[config.mk]
export PLATFORM = sky130hd
export DESIGN_NAME = mash_decimator
export DESIGN_NICKNAME = d
export VERILOG_FILES = /design/src/rtl/mash_pkg.sv /design/src/rtl/mash_cic_comb.sv /design/src/rtl/mash_decimator.sv
export SDC_FILE = /design/constraint.sdc
export NUM_CORES = 1
export LEC_CHECK = 0
export BUFFER_PORTS_ARGS = -buffer_cell sky130_fd_sc_hd__clkbuf_2
export CAP_MARGIN = 20
export CELL_PAD_IN_SITES_DETAIL_PLACEMENT = 2
export CELL_PAD_IN_SITES_GLOBAL_PLACEMENT = 2
export CORE_MARGIN = 2
export CORE_UTILIZATION = 46
export DETAILED_ROUTE_END_ITERATION = 16
export PLACE_DENSITY = 0.93
export SYNTH_ARGS = -nofsm -noshare
export SYNTH_HDL_FRONTEND = slang
export SYNTH_SLANG_ARGS = --single-unit
[constraint.sdc]
create_clock -name clk -period 21.9 [get_ports clk]
set_clock_uncertainty 0.05 [all_clocks]
set_input_delay 3.285 -clock clk [delete_from_list [all_inputs] [get_ports clk]]
set_output_delay 3.285 -clock clk [all_outputs]
set_load 0.01 [all_outputs]
[src/rtl/mash_pkg.sv]
// mash_pkg: shared widths and the decoded {int, frac} result type for the MASH decimator
package mash_pkg;
  localparam int DIV_W = 4;
  localparam int FRAC_W = 16;
  localparam int CIC_ORDER = 3;
  typedef struct packed {
    logic [DIV_W-1:0]  i;
    logic [FRAC_W-1:0] f;
  } mash_res_t;
endpackage

[src/rtl/mash_cic_comb.sv]
// mash_cic_comb: one registered CIC differentiator stage, y = x - x captured at the previous enable
module mash_cic_comb #(
  parameter int ACC_W = 34
) (
  input  logic             clk,
  input  logic             rst,
  input  logic             en,
  input  logic [ACC_W-1:0] x,
  output logic [ACC_W-1:0] y
);
  logic [ACC_W-1:0] x_d;
  always_ff @(posedge clk or posedge rst)
    if (rst) begin
      x_d <= '0;
      y <= '0;
    end else if (en) begin
      y <= x - x_d;
      x_d <= x;
    end
endmodule

[src/rtl/mash_decimator.sv]
// mash_decimator: sinc^3 CIC decimator recovering the average divide ratio from a MASH 1-1-1 stream.
// Define SETTLE_MASK_EN to hide the first two (unsettled) results behind out_valid=0.
module mash_decimator
  import mash_pkg::*;
#(
  parameter int LOG2_R = 10
) (
  input  logic              clk,
  input  logic              rst,
  input  logic [DIV_W-1:0]  div_in,
  input  logic              in_valid,
  output logic [DIV_W-1:0]  out_i,
  output logic [FRAC_W-1:0] out_f,
  output logic              out_valid,
  input  logic              out_ready,
  output logic              out_settled,
  output logic              ovf
);
  localparam int ACC_W = DIV_W + CIC_ORDER * LOG2_R;
  logic [ACC_W-1:0] i1, i2, i3, d0;
  logic [ACC_W-1:0] cs [CIC_ORDER+1];
  logic [LOG2_R-1:0] phase;
  logic [CIC_ORDER:0] stb_d;
  logic [1:0] cnt;
  logic strobe, load, vis;
  logic [ACC_W+FRAC_W-1:0] yw;
  mash_res_t res, y_res;
  assign strobe = in_valid && (&phase);
  assign load = stb_d[CIC_ORDER];
  assign cs[0] = d0;
  // Zero-padding below Y makes the 16-bit fraction slice valid even when Y has fewer fraction bits.
  assign yw = {cs[CIC_ORDER], {FRAC_W{1'b0}}};
  assign y_res = yw[ACC_W+FRAC_W-1 -: DIV_W+FRAC_W];
`ifdef SETTLE_MASK_EN
  assign vis = cnt[1];
`else
  assign vis = 1'b1;
`endif
  assign out_i = res.i;
  assign out_f = res.f;
  assign out_settled = &cnt;
  always_ff @(posedge clk or posedge rst)
    if (rst) begin
      i1 <= '0;
      i2 <= '0;
      i3 <= '0;
      d0 <= '0;
      phase <= '0;
      stb_d <= '0;
    end else begin
      stb_d <= {stb_d[CIC_ORDER-1:0], strobe};
      if (in_valid) begin
        i1 <= i1 + {{(ACC_W-DIV_W){1'b0}}, div_in};
        i2 <= i2 + i1;
        i3 <= i3 + i2;
        phase <= phase + 1'b1;
      end
      if (strobe) d0 <= i3 + i2;
    end
  for (genvar k = 0; k < CIC_ORDER; k++) begin : g_comb
    mash_cic_comb #(.ACC_W(ACC_W)) u_comb (
      .clk(clk),
      .rst(rst),
      .en (stb_d[k]),
      .x  (cs[k]),
      .y  (cs[k+1])
    );
  end
  always_ff @(posedge clk or posedge rst)
    if (rst) begin
      res <= '0;
      cnt <= '0;
      out_valid <= 1'b0;
      ovf <= 1'b0;
    end else begin
      if (load) begin
        res <= y_res;
        cnt <= cnt + {1'b0, ~&cnt};
      end
      if (load && vis) begin
        out_valid <= 1'b1;
        if (out_valid && !out_ready) ovf <= 1'b1;
      end else if (out_valid && out_ready) out_valid <= 1'b0;
    end
endmodule

[Word level (Yosys, flattened, before mapping)]
Cells that the tools add are included.
Storage, ports and cells
  register bits after elaboration: 378
  logic and storage cells: 36
  output and inout port bits: 23
Operators by class
  add/subtract/negate cells: 8
  multiplexer cells: 2
  reduce and logical (&&, ||, !) cells: 9
Operators with widths (count)
  $sub 34x34->34: 3
  $add 34x34->34: 2
  $add 34x4->34: 1
  $add 10x1->10 const B: 1
  $reduce_and 10->1: 1
  $reduce_and 2->1: 2
  $logic_and 1x1->1: 3
  $add 2x1->2: 1
  $logic_not 1->1: 2
  $mux 1: 2
  $reduce_bool 2->1: 1

[Longest topological paths before layout]
Gate-level depths: netlist (run 1).
  depth in word-level cells: 3
  mapped depth: 14
  gate-level depth less buffers: 14

[Modules after synthesis]
A second synthesis (run 1) with hierarchy kept.
Unflattened totals
  cell total of the unflattened synthesis: 2498
  area total of the unflattened synthesis: 23515.1 um2
Modules (own cells, without submodules)
  mash_cic_comb: seq. area each 1701.6 um2, area an instance 4479.3 um2, times used 3, cells an instance 511
  mash_decimator: seq. area each 4354.2 um2, area an instance 10077.2 um2, times used 1, cells an instance 965

[Least setup slack after synthesis (run 1)]
OpenSTA, ideal clock, no wires.
  kind: input-to-reg
  start point: input port div_in[0]
  end point: register i1[32]
  arrival time: 5.210 ns
  path slack: 16.560 ns
  stages: 12
  setup time: 0.080 ns
  path buffers: 0
  cells stage by stage: ha_1 > fa_1 > a21o_1 > a21oi_1 > nor2b_1 > and2_1 > and3_1 > nand4_1 > nor2_1 > and2_1 > nand4_1 > xnor2_1
On the way
  longest elaborated chain between the ends: 1
Ends and longest elaborated chain
  from (decl): RTL line mash_decimator.sv:10  | input logic [DIV_W-1:0] div_in,
  $add 34x4->34: RTL line mash_decimator.sv:53  | i1 <= i1 + {{(ACC_W-DIV_W){1'b0}}, div_in};
  to (signal assigned): RTL line mash_decimator.sv:53
  to (decl): RTL line mash_decimator.sv:20  | logic [ACC_W-1:0] i1, i2, i3, d0;
Every way passes these cells.
A chain may end at the register's enable or synchronous reset.

[Worst setup path in the final report (run 1)]
  start point: input port in_valid
  end point: register d0[26]
On the way
  longest elaborated chain between the ends: 1
Ends and longest elaborated chain
  from (decl): RTL line mash_decimator.sv:11  | input logic in_valid,
  $logic_and 1x1->1: RTL line mash_decimator.sv:28  | assign strobe = in_valid && (&phase);
  to (signal assigned): RTL line mash_decimator.sv:58  | if (strobe) d0 <= i3 + i2;
  to (decl): RTL line mash_decimator.sv:20
Every way passes these cells.

==> impl_metrics.prom, run 1 <==
# TYPE chip_impl_metric gauge
chip_impl_metric{name="areaGrowthSynthToFinish",unit="%"} 10.2
chip_impl_metric{name="layout-drive-gt1-share",unit=""} 0.145
chip_impl_metric{name="detail_route.drc_violations",unit=""} 0
chip_impl_metric{name="seq_area_frac_synth",unit=""} 0.421
chip_impl_metric{name="xor_xnor_share_of_the_synthesized_area",unit=""} 0.0685
chip_impl_metric{name="grt_pass1_wl",unit="mm"} 119
chip_impl_metric{name="clk-insertion-delay-late",unit="ns"} 0.58
chip_impl_info{name="combinational_family_with_the_most_area_after_synthesis",value="compound AO/OA/AOI/OAI gates"} 1
chip_impl_metric{name="tns",unit="ns"} 0
chip_impl_metric{name="critical_path.max_fanout",unit=""} 49
chip_impl_metric{name="totalWireLength",unit="mm"} 75.0
chip_impl_metric{name="detailed_place_hpwl",unit="mm"} 48.2
chip_impl_info{name="dominantRegCellSynth",value="dfrtp_1"} 1
chip_impl_metric{name="worstPathBufferInverterCount",unit=""} 2
chip_impl_info{name="clk_root_buffer_cell",value="clkbuf_16"} 1
chip_impl_info{name="grt_setup_unrepaired",value="no"} 1
chip_impl_metric{name="max_stage_delay",unit="ns"} 0.74
chip_impl_metric{name="ctsLongestPathBuffers",unit=""} 3
chip_impl_metric{name="globalRouteMet1Util",unit=""} 0.333
chip_impl_metric{name="cts_repair_resize_count",unit=""} 0
chip_impl_metric{name="path_depth",unit=""} 6
chip_impl_info{name="grt_busiest_layer",value="met2"} 1
chip_impl_info{name="cpLargestDelayFamily",value="buffers and inverters"} 1
chip_impl_metric{name="clock_sinks",unit=""} 364
chip_impl_metric{name="first_iter_violations",unit=""} 779
chip_impl_metric{name="placed_instances",unit=""} 2751
chip_impl_metric{name="final.period_utilization",unit=""} 0.264
chip_impl_metric{name="synthesis.area",unit="um^2"} 21600
chip_impl_metric{name="gr-usage-met2",unit=""} 0.595
chip_impl_info{name="path_cells",value="buf_4, nand2_1, nor2_1, nand3_1, inv_2, mux2_2"} 1
chip_impl_metric{name="yosys-mux-area-fraction",unit=""} 0.0906
chip_impl_metric{name="stdcell_count",unit=""} 2828
chip_impl_metric{name="timing.hold.worst_path_depth",unit=""} 1
chip_impl_metric{name="cts_buffers",unit=""} 44
chip_impl_metric{name="grt_use_met3",unit=""} 0.0369
chip_impl_metric{name="netlist_instances",unit=""} 2175
chip_impl_metric{name="placement.io_buffers",unit=""} 30
chip_impl_metric{name="holdBufCountCts",unit=""} 0
chip_impl_metric{name="fmax",unit="MHz"} 173
chip_impl_metric{name="postSynth.asyncResetShare",unit=""} 1.00
chip_impl_metric{name="die_width",unit="um"} 221
chip_impl_metric{name="vias",unit=""} 17337
chip_impl_metric{name="postSynthRegisterBits",unit=""} 364
chip_impl_metric{name="clkSlewWorstSetupHoldPaths",unit="ns"} 0.06
chip_impl_metric{name="globalRoute.totalOverflow",unit=""} 0
chip_impl_metric{name="boundaryPins",unit=""} 31
chip_impl_metric{name="design.final.nets",unit=""} 2373
chip_impl_metric{name="synth_cell_type_count",unit=""} 79
chip_impl_metric{name="synth-compound-area-share",unit=""} 0.170
chip_impl_info{name="crit_slowest_cell",value="inv_2"} 1
chip_impl_metric{name="ys.warnings.count",unit=""} 0
chip_impl_metric{name="worst_ir_drop_vdd",unit="uV"} 96.9
chip_impl_metric{name="finalWorstPathRequiredPeriod",unit="ns"} 5.78
chip_impl_metric{name="flip_flop_and_latch_area",unit="um^2"} 9120
chip_impl_metric{name="tightestPinTransition",unit="ns"} 1.05
chip_impl_metric{name="setup_viol",unit=""} 0
chip_impl_metric{name="synth-simple-area-share",unit=""} 0.107
chip_impl_info{name="run_status",value="finished clean"} 1
chip_impl_metric{name="first_global_vias",unit=""} 20365
chip_impl_metric{name="final_hold_viol_count",unit=""} 0
chip_impl_metric{name="num_antenna_cells",unit=""} 0
chip_impl_info{name="start_kind",value="input port"} 1
chip_impl_info{name="clock_tree_from_tritoncts",value="yes"} 1
chip_impl_metric{name="groute.usage.overall",unit=""} 0.307
chip_impl_metric{name="post_synth_fa_ha_maj_area_fraction",unit=""} 0.102
chip_impl_metric{name="finalWeightedCongestion",unit=""} 0.851
chip_impl_metric{name="fp.dieH",unit="um"} 221
chip_impl_metric{name="powerDensity",unit="nW/um^2"} 93.2
chip_impl_metric{name="cts_setup_buffers",unit=""} 0
chip_impl_metric{name="initial_cell_density_of_the_core",unit=""} 0.465
chip_impl_info{name="holdCritPathClass",value="flip-flop to flip-flop"} 1
chip_impl_metric{name="timing.final.max_slew_violations",unit=""} 0
chip_impl_metric{name="reg2reg_depth",unit=""} 10
chip_impl_info{name="worstSetupPathType",value="input port to flip-flop"} 1
chip_impl_metric{name="number_of_max_cap_violations",unit=""} 0
chip_impl_metric{name="leakage",unit="nW"} 11.6
chip_impl_metric{name="final.fill_count",unit=""} 4720
chip_impl_metric{name="multiInputGateArea",unit="um^2"} 11600
chip_impl_info{name="critical_path.endpoint_type",value="flip-flop"} 1
chip_impl_metric{name="worst_ep_required_time",unit="ns"} 22.30
chip_impl_metric{name="clock_tree.htree_level_count",unit=""} 2
chip_impl_metric{name="avg_vias_per_cell",unit=""} 6.13
chip_impl_metric{name="synth_nets",unit=""} 2357
chip_impl_metric{name="timing.critical_path.arrival",unit="ns"} 6.18
chip_impl_metric{name="count_of_standard_cell_rows",unit=""} 79
chip_impl_metric{name="core_box_area",unit="um^2"} 46500
chip_impl_metric{name="grt_max_degree",unit=""} 95
chip_impl_metric{name="timing.slew.headroom",unit=""} 0.299
chip_impl_metric{name="drt_first_pass_iters",unit=""} 5
chip_impl_metric{name="wl_per_cell",unit="um"} 26.5
chip_impl_metric{name="drt.antenna.violating_nets",unit=""} 0
chip_impl_metric{name="synth_enable_flop_cells",unit=""} 0
chip_impl_metric{name="syn_area_per_cell",unit="um^2"} 9.94
chip_impl_metric{name="initial_antenna_violation_count",unit=""} 0
chip_impl_metric{name="floorplan.die_area",unit="um^2"} 48800
-- registers in the layout, indices dropped and copies added (netlist names) --
register / flops
i1: 34
g_comb.u_comb.y: 88
out_i: 4
ovf: 1
stb_d: 4
out_valid: 1
g_comb.u_comb.x_d: 102
out_f: 16
i3: 34
i2: 34
d0: 34
cnt: 2
phase: 10
-- cells by family after synthesis --
| kind of cell | Yosys count |
|---|---|
| AO/OA/AOI/OAI | 575 |
| XOR/XNOR | 169 |
| adder cells (fa/ha/maj) | 174 |
| buffers and inverters | 232 |
| flip-flops | 364 |
| multiplexers | 175 |
| AND/OR/NAND/NOR | 486 |
-- area by class of cell --
class	count	area share
multi-input cells	1579	0.488
flip-flops and latches	364	0.383
clock buffers	62	0.0533
well taps	607	0.0319
inverters	163	0.0260
repair buffers	39	0.0101
clock inverters	14	0.00772
-- cells in the final DEF (no fill, tap or decap), types with 27 or more instances in the layout --
master,synthesis,final
xnor2_1,113,113
o21ai_0,167,167
clkbuf_16,0,45
a21o_1,91,91
xor2_1,56,56
clkbuf_2,0,29
nand2_1,204,204
nand4_1,27,27
mux2_2,166,166
ha_1,169,169
dfrtp_1,364,361
inv_1,162,161
nor2_1,93,93
a21oi_1,143,143
nand3_1,37,37
-- synthesized netlist by cell type (all sizes together), types with 9 or more instances --
cell / count / area, um^2
dfrtp: 364 / 9110
nand2: 204 / 766
o21ai: 184 / 940
ha: 169 / 2110
mux2: 166 / 1870
inv: 163 / 612
a21oi: 148 / 759
xnor2: 113 / 990
nor2: 93 / 349
a21o: 92 / 692
clkbuf: 56 / 210
xor2: 56 / 490
nand3: 37 / 185
nand4: 27 / 169
and3: 20 / 135
o21bai: 20 / 150
a31oi: 18 / 125
nand2b: 18 / 113
nor3: 18 / 90.1
o21a: 16 / 120
nor2b: 15 / 93.8
buf: 13 / 50.0
a211oi: 11 / 92.6
o211ai: 11 / 87.6
a31o: 10 / 87.6
mux2i: 9 / 90.1
o31ai: 9 / 67.6
-- path summary, 6_finish.rpt --
path                               start  slack [ns]                       to
worst min-delay path                 ovf        0.44                      ovf
max in group asynchronous            rst       16.29                 stb_d[0]
worst min register to register       ovf        0.44                      ovf
worst max register to register     i2[6]       17.97                   d0[33]
min in group asynchronous            rst        2.72  g_comb[2].u_comb.x_d[3]
worst max-delay path            in_valid       16.12                   d0[26]
-- per-stage QoR --
step                      hold WS, ns  instance area, um^2  setup WS [ns]   util  total power (W)
final                           0.440                23800          16.12  0.513          0.00222
after global routing            0.466                23800          15.84  0.513          0.00232
after CTS                       0.457                23800          15.52  0.512          0.00223
after detailed placement        0.439                22400          14.90  0.481          0.00143
after global placement          0.399                22400          15.12  0.481          0.00135
after floorplan                 0.302                21600           8.46      -          0.00124
-- routing by layer --
metal | routed length [um] | share of wire
met5 | 0 | 0
met4 | 3170 | 0.042
met3 | 2230 | 0.030
met2 | 41400 | 0.55
met1 | 28200 | 0.38
-- report_power, final --
part / internal (W) / total [W] / switching (W)
Clock: 0.000450 / 0.000762 / 0.000311
Combinational: 0.000268 / 0.000662 / 0.000394
Sequential: 0.000734 / 0.000798 / 0.0000638
Power figures use the tool's default switching activity.
==> inputs of run 2 (changes only) <==
--- a/config.mk
+++ b/config.mk
@@ -5,14 +5,15 @@
 export SDC_FILE = /design/constraint.sdc
 export NUM_CORES = 1
 export LEC_CHECK = 0
+export ABC_AREA = 1
 export BUFFER_PORTS_ARGS = -buffer_cell sky130_fd_sc_hd__clkbuf_2
 export CAP_MARGIN = 20
 export CELL_PAD_IN_SITES_DETAIL_PLACEMENT = 2
 export CELL_PAD_IN_SITES_GLOBAL_PLACEMENT = 2
 export CORE_MARGIN = 2
-export CORE_UTILIZATION = 46
+export CORE_UTILIZATION = 38
 export DETAILED_ROUTE_END_ITERATION = 16
-export PLACE_DENSITY = 0.93
+export PLACE_DENSITY = 0.88
 export SYNTH_ARGS = -nofsm -noshare
 export SYNTH_HDL_FRONTEND = slang
 export SYNTH_SLANG_ARGS = --single-unit
==> constraint.sdc (replaced) <==
create_clock -name clk -period 5.6 [get_ports clk]
set_clock_uncertainty 0.05 [all_clocks]
set_input_delay 0.84 -clock clk [delete_from_list [all_inputs] [get_ports clk]]
set_output_delay 0.84 -clock clk [all_outputs]
set_load 0.01 [all_outputs]
==> run 2 against run 1 <==
  * Worst setup slack got worse by 14 ns
  * Power grew to 4.5 times the previous value
  * Synthesized cell count is 56% higher
  * Die area up 34%
  * Sequential cell count is the same
  * Routed wire length up 21%
  * Hold slack worse by 0.052 ns
  * First-iteration DRC count increased by 37%
  * Count of clock-buffer cells in the layout fell by 1
  * Global-route usage fell by 2.7 points
  * Critical endpoint is now d0[7]
==> impl_metrics.prom, run 2 <==
# TYPE chip_impl_metric gauge
chip_impl_metric{name="initial_cell_density_of_the_core",unit=""} 0.382
chip_impl_info{name="dominantRegCellSynth",value="dfrtp_1"} 1
chip_impl_metric{name="synth_nets",unit=""} 3576
chip_impl_metric{name="cts_setup_buffers",unit=""} 0
chip_impl_info{name="top_regs",value="g_comb.u_comb.x_d: 102 flops, g_comb.u_comb.y: 88 flops"} 1
chip_impl_info{name="layout.cells.most_common_list",value="1143 x nand2_1, 361 x dfrtp_1, 341 x inv_1"} 1
chip_impl_info{name="final_common_cell",value="nand2_1"} 1
chip_impl_metric{name="timing.hold.ws",unit="ns"} 0.388
chip_impl_metric{name="wl_per_cell",unit="um"} 21.1
chip_impl_info{name="synth_largest_area_cell",value="dfrtp_1"} 1
chip_impl_metric{name="design.final.nets",unit=""} 3598
chip_impl_metric{name="first_global_vias",unit=""} 26960
chip_impl_metric{name="cts_buffers",unit=""} 45
chip_impl_metric{name="clkSlewWorstSetupHoldPaths",unit="ns"} 0.06
chip_impl_metric{name="tightestPinTransition",unit="ns"} 1.05
chip_impl_metric{name="globalRoute.totalOverflow",unit=""} 0
chip_impl_metric{name="finalWeightedCongestion",unit=""} 0.891
chip_impl_metric{name="first_iter_violations",unit=""} 1070
chip_impl_metric{name="postSynthRegisterBits",unit=""} 364
chip_impl_metric{name="seq_area_frac_synth",unit=""} 0.379
chip_impl_info{name="holdCritPathClass",value="input port to asynchronous set/reset pin"} 1
chip_impl_info{name="ys_top_cells_by_count",value="1143 x nand2_1, 364 x dfrtp_1, 343 x inv_1"} 1
chip_impl_metric{name="avg_vias_per_cell",unit=""} 5.45
chip_impl_metric{name="placement.io_buffers",unit=""} 30
chip_impl_info{name="critical_path.endpoint_type",value="flip-flop"} 1
chip_impl_metric{name="groute.usage.overall",unit=""} 0.281
chip_impl_metric{name="timing.slew.headroom",unit=""} 0.303
chip_impl_info{name="max_flop_register",value="g_comb.u_comb.x_d"} 1
chip_impl_metric{name="final_hold_viol_count",unit=""} 0
chip_impl_info{name="clk_root_buffer_cell",value="clkbuf_16"} 1
chip_impl_info{name="clock_tree_from_tritoncts",value="yes"} 1
chip_impl_metric{name="synth-compound-area-share",unit=""} 0.122
chip_impl_metric{name="multiInputGateArea",unit="um^2"} 13300
chip_impl_info{name="post_synth_main_area_contributors",value="dfrtp_1 38%, nand2_1 18%, ha_1 8.8%"} 1
chip_impl_metric{name="postSynth.asyncResetShare",unit=""} 1.00
chip_impl_metric{name="vias",unit=""} 23434
chip_impl_metric{name="clk-insertion-delay-late",unit="ns"} 0.60
chip_impl_metric{name="number_of_max_cap_violations",unit=""} 0
chip_impl_metric{name="post_route_cell_area",unit="um^2"} 26600
chip_impl_metric{name="final.fill_count",unit=""} 7506
chip_impl_metric{name="drt_first_pass_iters",unit=""} 7
chip_impl_metric{name="areaGrowthSynthToFinish",unit="%"} 10.5
chip_impl_metric{name="core_box_area",unit="um^2"} 62900
chip_impl_metric{name="timing.final.max_slew_violations",unit=""} 0
chip_impl_metric{name="setup_viol",unit=""} 0
chip_impl_metric{name="finalWorstPathRequiredPeriod",unit="ns"} 3.31
chip_impl_metric{name="netlist_instances",unit=""} 3394
chip_impl_metric{name="largest_register_ffs",unit=""} 102
chip_impl_info{name="worstSetupStartpoint",value="in_valid"} 1
chip_impl_metric{name="xor_xnor_share_of_the_synthesized_area",unit=""} 0.0343
chip_impl_metric{name="holdBufCountCts",unit=""} 0
chip_impl_metric{name="die_width",unit="um"} 255
chip_impl_metric{name="reg2reg_slack",unit="ns"} 2.36
chip_impl_metric{name="netlist.area_leader.share",unit=""} 0.379
chip_impl_metric{name="fp.dieH",unit="um"} 255
chip_impl_info{name="combinational_family_with_the_most_area_after_synthesis",value="simple AND/OR/NAND/NOR gates"} 1
chip_impl_metric{name="final.period_utilization",unit=""} 0.592
chip_impl_info{name="worstSetupPathType",value="input port to flip-flop"} 1
chip_impl_metric{name="grt_max_degree",unit=""} 133
chip_impl_info{name="synth_most_common_cell",value="nand2_1"} 1
chip_impl_info{name="start_kind",value="input port"} 1
chip_impl_metric{name="boundaryPins",unit=""} 31
chip_impl_metric{name="leakage",unit="nW"} 14.5
chip_impl_metric{name="clock_tree.htree_level_count",unit=""} 2
chip_impl_metric{name="synth_enable_flop_cells",unit=""} 0
chip_impl_metric{name="syn_area_per_cell",unit="um^2"} 7.08
chip_impl_metric{name="detailed_place_hpwl",unit="mm"} 70.4
chip_impl_metric{name="post_synth_fa_ha_maj_area_fraction",unit=""} 0.0922
chip_impl_metric{name="cts_repair_resize_count",unit=""} 0
chip_impl_metric{name="powerDensity",unit="nW/um^2"} 374
chip_impl_metric{name="detail_route.drc_violations",unit=""} 0
chip_impl_metric{name="totalWireLength",unit="mm"} 90.5
chip_impl_metric{name="count_of_standard_cell_rows",unit=""} 92
chip_impl_metric{name="flip_flop_and_latch_area",unit="um^2"} 9110
chip_impl_metric{name="grt_pass1_wl",unit="mm"} 148
chip_impl_info{name="grt_setup_unrepaired",value="no"} 1
chip_impl_metric{name="worst_ep_required_time",unit="ns"} 5.99
chip_impl_metric{name="drt.antenna.violating_nets",unit=""} 0
chip_impl_info{name="run_status",value="finished clean"} 1
chip_impl_metric{name="placed_instances",unit=""} 4215
chip_impl_metric{name="ctsLongestPathBuffers",unit=""} 3
chip_impl_metric{name="floorplan.die_area",unit="um^2"} 65300
chip_impl_metric{name="yosys-mux-area-fraction",unit=""} 0
chip_impl_metric{name="synth-simple-area-share",unit=""} 0.306
chip_impl_metric{name="place_area",unit="um^2"} 25100
chip_impl_metric{name="initial_antenna_violation_count",unit=""} 2
chip_impl_metric{name="stdcell_count",unit=""} 4296
chip_impl_metric{name="ys.warnings.count",unit=""} 0
chip_impl_metric{name="worst_ir_drop_vdd",unit="uV"} 285
chip_impl_metric{name="synth_cell_type_count",unit=""} 42
chip_impl_metric{name="timing.critical_path.arrival",unit="ns"} 3.70
chip_impl_metric{name="critical_path.max_fanout",unit=""} 50
chip_impl_metric{name="layout-drive-gt1-share",unit=""} 0.0467
chip_impl_metric{name="synthesis.area",unit="um^2"} 24000
chip_impl_info{name="r2r_start",value="i2[0]"} 1
chip_impl_metric{name="fmax",unit="MHz"} 302
chip_impl_metric{name="clock_sinks",unit=""} 364
==> run 2: changes by cell type in the layout (fill, tap and decap cells not counted), sizes merged, moves of 87 or more <==
cell | previous run | this run
nand2 | 204 | 1150
nor2 | 93 | 309
nand3 | 37 | 242
inv | 165 | 348
mux2 | 166 | 0
o21ai | 184 | 297
a21o | 92 | 5
==> run 2: critical path, stage by stage <==
cell and delay, ns:
clkbuf_2 0.74, nand2_2 0.19, nor2_4 0.19, nand3_2 0.09, nor2_2 0.12, inv_2 0.06
nor3_4 0.60, inv_2 0.54, nand2_1 0.18, o21ai_1 0.11
==> run 2: power breakdown <==
part           total [W]  internal [W]  switching [W]
Clock            0.00297       0.00173        0.00124
Combinational    0.00363       0.00110        0.00254
Sequential       0.00332       0.00290       0.000415
Total            0.00992       0.00573        0.00419
==> run 2: cells by family after synthesis <==
logic type	Yosys count
buffers and inverters	417
AOI/OAI and AO/OA	558
and+or+nand+nor	1787
adders and majority gates	174
xor gates and xnor gates	94
DFF	364
==> run 2: worst paths after layout <==
kind,endpoint,cells after the start
setup / recovery,d0[7],10
max in group asynchronous,stb_d[0],3
hold / removal,i1[32],2
hold reg to reg,out_i[2],2
setup reg to reg,i2[32],13
min in group clk,out_i[2],2
==> run 2: metrics by stage <==
step | power (W) | setup slack (ns) | setup TNS, ns | util
after global routing | 0.0105 | 1.98 | 0 | 0.422
after CTS | 0.00994 | 2.26 | 0 | 0.422
final | 0.00992 | 2.29 | 0 | 0.423
after global placement | 0.00655 | 1.93 | 0 | 0.399
after detailed placement | 0.00686 | 1.66 | 0 | 0.399
after floorplan | 0.00549 | -0.172 | -62.69 | -
==> run 2: area by class of cell <==
type	instances	area share
Multi-Input combinational cell	2613	0.502
Sequential cell	364	0.343
Inverter	350	0.0497
Clock buffer	61	0.0481
Tap cell	846	0.0399
Timing Repair Buffer	42	0.00999
Clock inverter	18	0.00702
Antenna cell	2	0.000188
==> run 2: per-layer routing <==
layer	GRT usage	routed length, um
met5	0	0
met4	0.106	3440
met3	0.0330	2950
met2	0.502	44900
met1	0.345	39200
